## config.mk

```make
export PLATFORM = sky130hd
export DESIGN_NAME = sram_arbiter
export DESIGN_NICKNAME = d
export VERILOG_FILES = /design/src/rtl/sram_ctrl_pkg.sv /design/src/rtl/rr_arbiter_2.sv /design/src/rtl/sram_arbiter.sv
export SDC_FILE = /design/constraint.sdc
export NUM_CORES = 1
export LEC_CHECK = 0
export CORE_ASPECT_RATIO = 0.75
export CORE_MARGIN = 4
export CORE_UTILIZATION = 30
export CTS_BUF_LIST = sky130_fd_sc_hd__clkbuf_2 sky130_fd_sc_hd__clkbuf_4 sky130_fd_sc_hd__clkbuf_8
export DETAILED_ROUTE_END_ITERATION = 8
export DONT_BUFFER_PORTS = 1
export PLACE_DENSITY = 0.45
export SYNTH_ARGS = -nofsm -noshare
export SYNTH_HDL_FRONTEND = slang
export SYNTH_SLANG_ARGS = --single-unit
```

## constraint.sdc

```tcl
create_clock -name clk -period 4.4 [get_ports clk]
set_input_delay 0.44 -clock clk [delete_from_list [all_inputs] [get_ports clk]]
set_output_delay 0.44 -clock clk [all_outputs]
set_load 0.02 [all_outputs]
```

## src/rtl/sram_ctrl_pkg.sv

```systemverilog
// Shared types for the external async SRAM arbiter: access FSM states and
// requester indices.
package sram_ctrl_pkg;

   typedef enum logic [1:0] {
      IDLE   = 2'd0,
      SETUP  = 2'd1,
      ACCESS = 2'd2,
      END    = 2'd3
   } state_e;

   localparam logic REQ0 = 1'b0;
   localparam logic REQ1 = 1'b1;

endpackage

```

## src/rtl/rr_arbiter_2.sv

```systemverilog
// Two-way round-robin grant. When both requesters are valid, the one that was
// not granted last time wins. The last_grant flop updates on each acceptance.
module rr_arbiter_2
   import sram_ctrl_pkg::*;
(
   input  logic       clk,
   input  logic       rst_n,
   input  logic [1:0] valid,
   input  logic       accept,
   output logic       grant
);

   logic last_grant_q, last_grant_d;

   always_comb begin
      if (valid[0] && !valid[1])      grant = REQ0;
      else if (valid[1] && !valid[0]) grant = REQ1;
      else                            grant = ~last_grant_q;
      last_grant_d = accept ? grant : last_grant_q;
   end

   // The reset value of REQ1 makes requester 0 win the first tie.
   always_ff @(posedge clk or negedge rst_n) begin
      if (!rst_n) last_grant_q <= REQ1;
      else        last_grant_q <= last_grant_d;
   end

endmodule

```

## src/rtl/sram_arbiter.sv

```systemverilog
// Shares one external async SRAM between two requesters. Each accepted request
// runs one single-word access: SETUP, WAIT_CYCLES of ACCESS strobe, then END.
module sram_arbiter
   import sram_ctrl_pkg::*;
#(
   parameter int ADDR_W      = 19,
   parameter int DATA_W      = 16,
   parameter int WAIT_CYCLES = 2
) (
   input  logic              clk,
   input  logic              rst_n,
   input  logic              req0_valid,
   output logic              req0_ready,
   input  logic              req0_we,
   input  logic [ADDR_W-1:0] req0_addr,
   input  logic [DATA_W-1:0] req0_wdata,
   input  logic              req1_valid,
   output logic              req1_ready,
   input  logic              req1_we,
   input  logic [ADDR_W-1:0] req1_addr,
   input  logic [DATA_W-1:0] req1_wdata,
   output logic              rsp0_valid,
   output logic [DATA_W-1:0] rsp0_rdata,
   output logic              rsp1_valid,
   output logic [DATA_W-1:0] rsp1_rdata,
   output logic [ADDR_W-1:0] sram_adr,
   output logic [DATA_W-1:0] sram_dat_o,
   input  logic [DATA_W-1:0] sram_dat_i,
   output logic              sram_dat_oe,
   output logic              sram_cs_n,
   output logic              sram_oe_n,
   output logic              sram_we_n
);

   localparam int CNT_W = $clog2(WAIT_CYCLES + 1);
   localparam logic [CNT_W-1:0] CNT_LOAD = CNT_W'(WAIT_CYCLES - 1);

   generate
      if (WAIT_CYCLES < 1) begin : g_wait_chk
         $error("sram_arbiter: WAIT_CYCLES must be >= 1");
      end
   endgenerate

   state_e            state_q, state_d;
   logic [CNT_W-1:0]  cnt_q, cnt_d;
   logic              we_q, we_d;
   logic              owner_q, owner_d;
   logic [ADDR_W-1:0] adr_q, adr_d;
   logic [DATA_W-1:0] dat_o_q, dat_o_d;
   logic              dat_oe_q, dat_oe_d;
   logic              cs_n_q, cs_n_d;
   logic              oe_n_q, oe_n_d;
   logic              we_n_q, we_n_d;
   logic [1:0]        rsp_valid_q, rsp_valid_d;
   logic [DATA_W-1:0] rdata0_q, rdata0_d;
   logic [DATA_W-1:0] rdata1_q, rdata1_d;

   logic              grant;
   logic              accept;
   logic              idle;
   logic              sel_we;
   logic [ADDR_W-1:0] sel_addr;
   logic [DATA_W-1:0] sel_wdata;

   assign idle   = (state_q == IDLE);
   assign accept = idle && ((grant == REQ1) ? req1_valid : req0_valid);

   rr_arbiter_2 u_arb (
      .clk    (clk),
      .rst_n  (rst_n),
      .valid  ({req1_valid, req0_valid}),
      .accept (accept),
      .grant  (grant)
   );

   assign req0_ready = idle && (grant == REQ0);
   assign req1_ready = idle && (grant == REQ1);

   assign sel_we    = (grant == REQ1) ? req1_we    : req0_we;
   assign sel_addr  = (grant == REQ1) ? req1_addr  : req0_addr;
   assign sel_wdata = (grant == REQ1) ? req1_wdata : req0_wdata;

   always_comb begin
      state_d     = state_q;
      cnt_d       = cnt_q;
      we_d        = we_q;
      owner_d     = owner_q;
      adr_d       = adr_q;
      dat_o_d     = dat_o_q;
      dat_oe_d    = dat_oe_q;
      cs_n_d      = cs_n_q;
      oe_n_d      = oe_n_q;
      we_n_d      = we_n_q;
      rsp_valid_d = 2'b00;
      rdata0_d    = rdata0_q;
      rdata1_d    = rdata1_q;
      case (state_q)
         IDLE: begin
            // Pin values for SETUP are loaded here so they appear on the pads in SETUP.
            if (accept) begin
               state_d  = SETUP;
               owner_d  = grant;
               we_d     = sel_we;
               adr_d    = sel_addr;
               cs_n_d   = 1'b0;
               dat_oe_d = sel_we;
               if (sel_we) dat_o_d = sel_wdata;
            end
         end
         SETUP: begin
            state_d = ACCESS;
            cnt_d   = CNT_LOAD;
            oe_n_d  = we_q;
            we_n_d  = !we_q;
         end
         ACCESS: begin
            if (cnt_q == '0) begin
               state_d = END;
               oe_n_d  = 1'b1;
               we_n_d  = 1'b1;
               if (!we_q) begin
                  rsp_valid_d[owner_q] = 1'b1;
                  if (owner_q == REQ0) rdata0_d = sram_dat_i;
                  else                 rdata1_d = sram_dat_i;
               end
            end else begin
               cnt_d = cnt_q - CNT_W'(1);
            end
         end
         END: begin
            state_d  = IDLE;
            cs_n_d   = 1'b1;
            dat_oe_d = 1'b0;
         end
         default: state_d = IDLE;
      endcase
   end

   always_ff @(posedge clk or negedge rst_n) begin
      if (!rst_n) begin
         state_q     <= IDLE;
         cnt_q       <= '0;
         we_q        <= 1'b0;
         owner_q     <= REQ0;
         adr_q       <= '0;
         dat_o_q     <= '0;
         dat_oe_q    <= 1'b0;
         cs_n_q      <= 1'b1;
         oe_n_q      <= 1'b1;
         we_n_q      <= 1'b1;
         rsp_valid_q <= 2'b00;
         rdata0_q    <= '0;
         rdata1_q    <= '0;
      end else begin
         state_q     <= state_d;
         cnt_q       <= cnt_d;
         we_q        <= we_d;
         owner_q     <= owner_d;
         adr_q       <= adr_d;
         dat_o_q     <= dat_o_d;
         dat_oe_q    <= dat_oe_d;
         cs_n_q      <= cs_n_d;
         oe_n_q      <= oe_n_d;
         we_n_q      <= we_n_d;
         rsp_valid_q <= rsp_valid_d;
         rdata0_q    <= rdata0_d;
         rdata1_q    <= rdata1_d;
      end
   end

   assign sram_adr    = adr_q;
   assign sram_dat_o  = dat_o_q;
   assign sram_dat_oe = dat_oe_q;
   assign sram_cs_n   = cs_n_q;
   assign sram_oe_n   = oe_n_q;
   assign sram_we_n   = we_n_q;
   assign rsp0_valid  = rsp_valid_q[0];
   assign rsp1_valid  = rsp_valid_q[1];
   assign rsp0_rdata  = rdata0_q;
   assign rsp1_rdata  = rdata1_q;

endmodule

```

==> results by group <==
Status
  – Status: finished, final reports clean

GRT
  – Vias in the first global route: 2191
  – Antenna violations before repair: 0
  – Largest net degree at the start of global routing: a little over 80
  – First-pass GRT wire length: 12000 um
  – Tot GR Track Use: approximately 11%
  – Overflow after GRT: 0

Setup path
  – Crit path DAT: 2220 ps
  – R2R setup slack: 1780 ps
  – Reg-to-reg endpoint: sram_dat_o[4]
  – Worst setup SP type: flip-flop
  – Reg2reg path depth: 6
  – Required time worst endpoint: 3960 ps
  – Crit Path Class: flip-flop to primary output
  – Reg2reg start: state_q[0]
  – Worst Setup End Kind: primary output
  – Crit Path Max Fanout: 37

Route
  – First-pass DRT Iterations: 4
  – Post-DRT Antenna Nets: 0
  – First DRT Iteration DRCs: 55
  – Drt total wl: approximately 7900 um
  – Via count: 2121
  – DR WL/cell: 16.9 um
  – DRC Markers: 0
  – Vias/cell: 4.52

Logic synthesis
  – Ys Warns: 0
  – Sequential fraction of the synthesis area: 56.2%
  – Synthesized Nets: 399
  – Cells after Synth: around 300
  – Syn Area/Cell: 11.8 um^2
  – Synthesized area: 3570 um^2
  – Synth Register Bits: 80
  – Post-synth cell types: 34

Finish
  – Finished Core Util: around 34%
  – Share of layout cells above drive strength 1: 24.4%
  – Final nets: 399
  – Diodes inserted: 0
  – Area Growth Syn to Fin: 10.9%
  – Non-filler cells in the finished layout: 469

Placed design
  – Placed cells: between 400 and 500
  – Post-DP HPWL: 5610 um
  – Gpl congestion: just under 0.7
  – IO Port Bufs: 0

Die
  – Ports: 167
  – Initial Utilization: 30.7%
  – # rows: 34
  – DIE AREA: 13700 um^2
  – Core area: 11600 um^2
  – Die extent in x: 134 um
  – DIE HEIGHT: approximately 100 um

Clock network
  – Clk_lat worst skew: 350 ps
  – Clk sinks: 80
  – Resized Gates After CTS: 0
  – # H-tree levels: 3
  – Clock transition at path regs: 90 ps
  – Root buf cell: clkbuf_8
  – CTS buffer count: 9
  – CTS tree: done
  – Clk buf depth: 2
  – Post-CTS setup buffers: 0

Timing
  – Max Slew Vio Count: 0
  – Actual slew at the worst max-slew pin: 1110 ps
  – Period utilization: 60.4%
  – Maximum clock rate: around 380 MHz
  – Worst Skew: slightly above 7 ps
  – # setup viols final: 0
  – Final setup TNS: 0 ps
  – Fin crit period: 2660 ps
  – Slew headroom: 25.9%
  – Hold Vio Cnt, Final: 0
  – RSZ-0062 raised after global routing: false

Power
  – Pwr dens: approximately 800 nW/um^2
  – Lkg Pwr: 0.00187 uW
  – Peak supply drop: 383 uV

Min path
  – Hold Path Depth: 2
  – Worst min path class: input pin to flip-flop
  – Min-delay src: sram_dat_i[8]
  – Hold endpoint: rsp1_rdata[8]

Job
  – Max Cap Viol: 0
worst max-delay path by stage:
stage                             startpoint            end  slack, ps  cells after the start
final                     u_arb.last_grant_q     req0_ready       1740                      2
after global routing              state_q[0]  sram_dat_o[4]       1520                      6
after detailed placement          state_q[0]  sram_dat_o[4]       1700                      6
after CTS                 u_arb.last_grant_q     req0_ready       1680                      2
after global placement            state_q[0]  sram_dat_o[8]       1850                      6
after floorplan                   req1_valid     req1_ready       2430                      6
metrics by stage:
step           total power (uW)  worst slack, ps  cell area, um^2  hold slack (ps)
5_1_grt                    3410             1520             3960              165
3_5_place_dp               2620             1700             3700              146
2_1_floorplan              2410             2430             3570              144
4_1_cts                    3260             1680             3960              167
3_3_place_gp               2590             1850             3700              146
6_report                   3190             1740             3960              190
report_power, final:
group	leakage, uW	switching [uW]	internal (uW)
logic	0.000786	404	410
clock network	0.000113	274	320
registers	0.000966	674	1100
critical path: stages (launching register included):
cell     delay [ps]
dfstp_2         560
maj3_2          940
and2_1          370
layer usage:
metal	up-vias	share of wire (%)	track usage [%]	wire, um
met5	-	0	0	0
met4	0	1.5	4.03	119
met3	12	7.1	4.28	567
met2	75	49	18.0	3860
met1	1021	43	14.3	3400
li1	1013	-	-	-
state kept, by name (all words and copies together) (netlist names):
register,cells
sram_adr,19
rsp0_rdata,16
rsp1_rdata,16
sram_dat_o,16
cnt_q,2
rsp_valid_q,2
state_q,2
owner_q,1
sram_cs_n,1
sram_dat_oe,1
sram_oe_n,1
sram_we_n,1
u_arb.last_grant_q,1
we_q,1
layout make-up:
class | count | area, um^2
clock buffers | 9 | 124
clock inverters | 7 | 96.3
fillers | 1184 | 7650
inverters | 11 | 41.3
multi-input cells | 196 | 1440
flip-flops and latches | 80 | 2010
well taps | 162 | 203
repair buffers | 4 | 52.6
cell usage in the layout (no fill, tap or decap), types with 2 or more instances in the layout:
master	synthesis	layout
a21o_1	2	2
a21oi_1	9	9
buf_4	3	2
bufinv_16	0	2
clkbuf_8	0	9
clkinv_2	0	2
clkinv_4	0	3
dfrtp_1	76	76
dfstp_2	4	4
ha_1	5	5
inv_1	9	9
mux2_2	34	34
mux2_4	14	14
mux2i_1	21	21
nand2_1	71	71
nor2_1	3	3
nor2b_1	3	3
o21ai_0	20	20
synth_stat cells:
cell | n | area share, %
a211oi_1 | 1 | 0.21
a21boi_0 | 1 | 0.21
a21o_1 | 2 | 0.42
a21oi_1 | 9 | 1.3
a31oi_1 | 1 | 0.18
a32o_1 | 1 | 0.28
and2_1 | 1 | 0.18
and3_1 | 1 | 0.18
buf_2 | 3 | 0.42
buf_4 | 3 | 0.63
buf_6 | 1 | 0.32
buf_8 | 1 | 0.42
clkbuf_1 | 7 | 0.74
clkinv_1 | 1 | 0.11
dfrtp_1 | 76 | 53
dfstp_2 | 4 | 2.9
ha_1 | 5 | 1.8
inv_1 | 9 | 0.95
inv_2 | 1 | 0.11
maj3_2 | 1 | 0.32
mux2_2 | 34 | 11
mux2_4 | 14 | 5.9
mux2i_1 | 21 | 5.9
nand2_1 | 71 | 7.5
nand4b_1 | 1 | 0.25
nor2_1 | 3 | 0.32
nor2b_1 | 3 | 0.53
nor3_1 | 1 | 0.14
nor3_2 | 1 | 0.28
o211a_1 | 1 | 0.28
o21ai_0 | 20 | 2.8
o21ai_1 | 1 | 0.14
o22a_1 | 1 | 0.25
o31ai_1 | 1 | 0.21
kinds of logic after synthesis:
kind of cell,synth area share [%]
AND/OR/NAND/NOR,9.32
flip-flops,56.2
multiplexers,22.5
AO/OA/AOI/OAI,6.24
buffers and inverters,3.68
adder cells (fa/ha/maj),2.07
repair_timing:
item	4_1_cts	5_1_grt
hold buffers	2	0
hold endpoints to repair	80	0
endpoints found under the setup margin	0	0
Power figures use the tool's default switching activity.
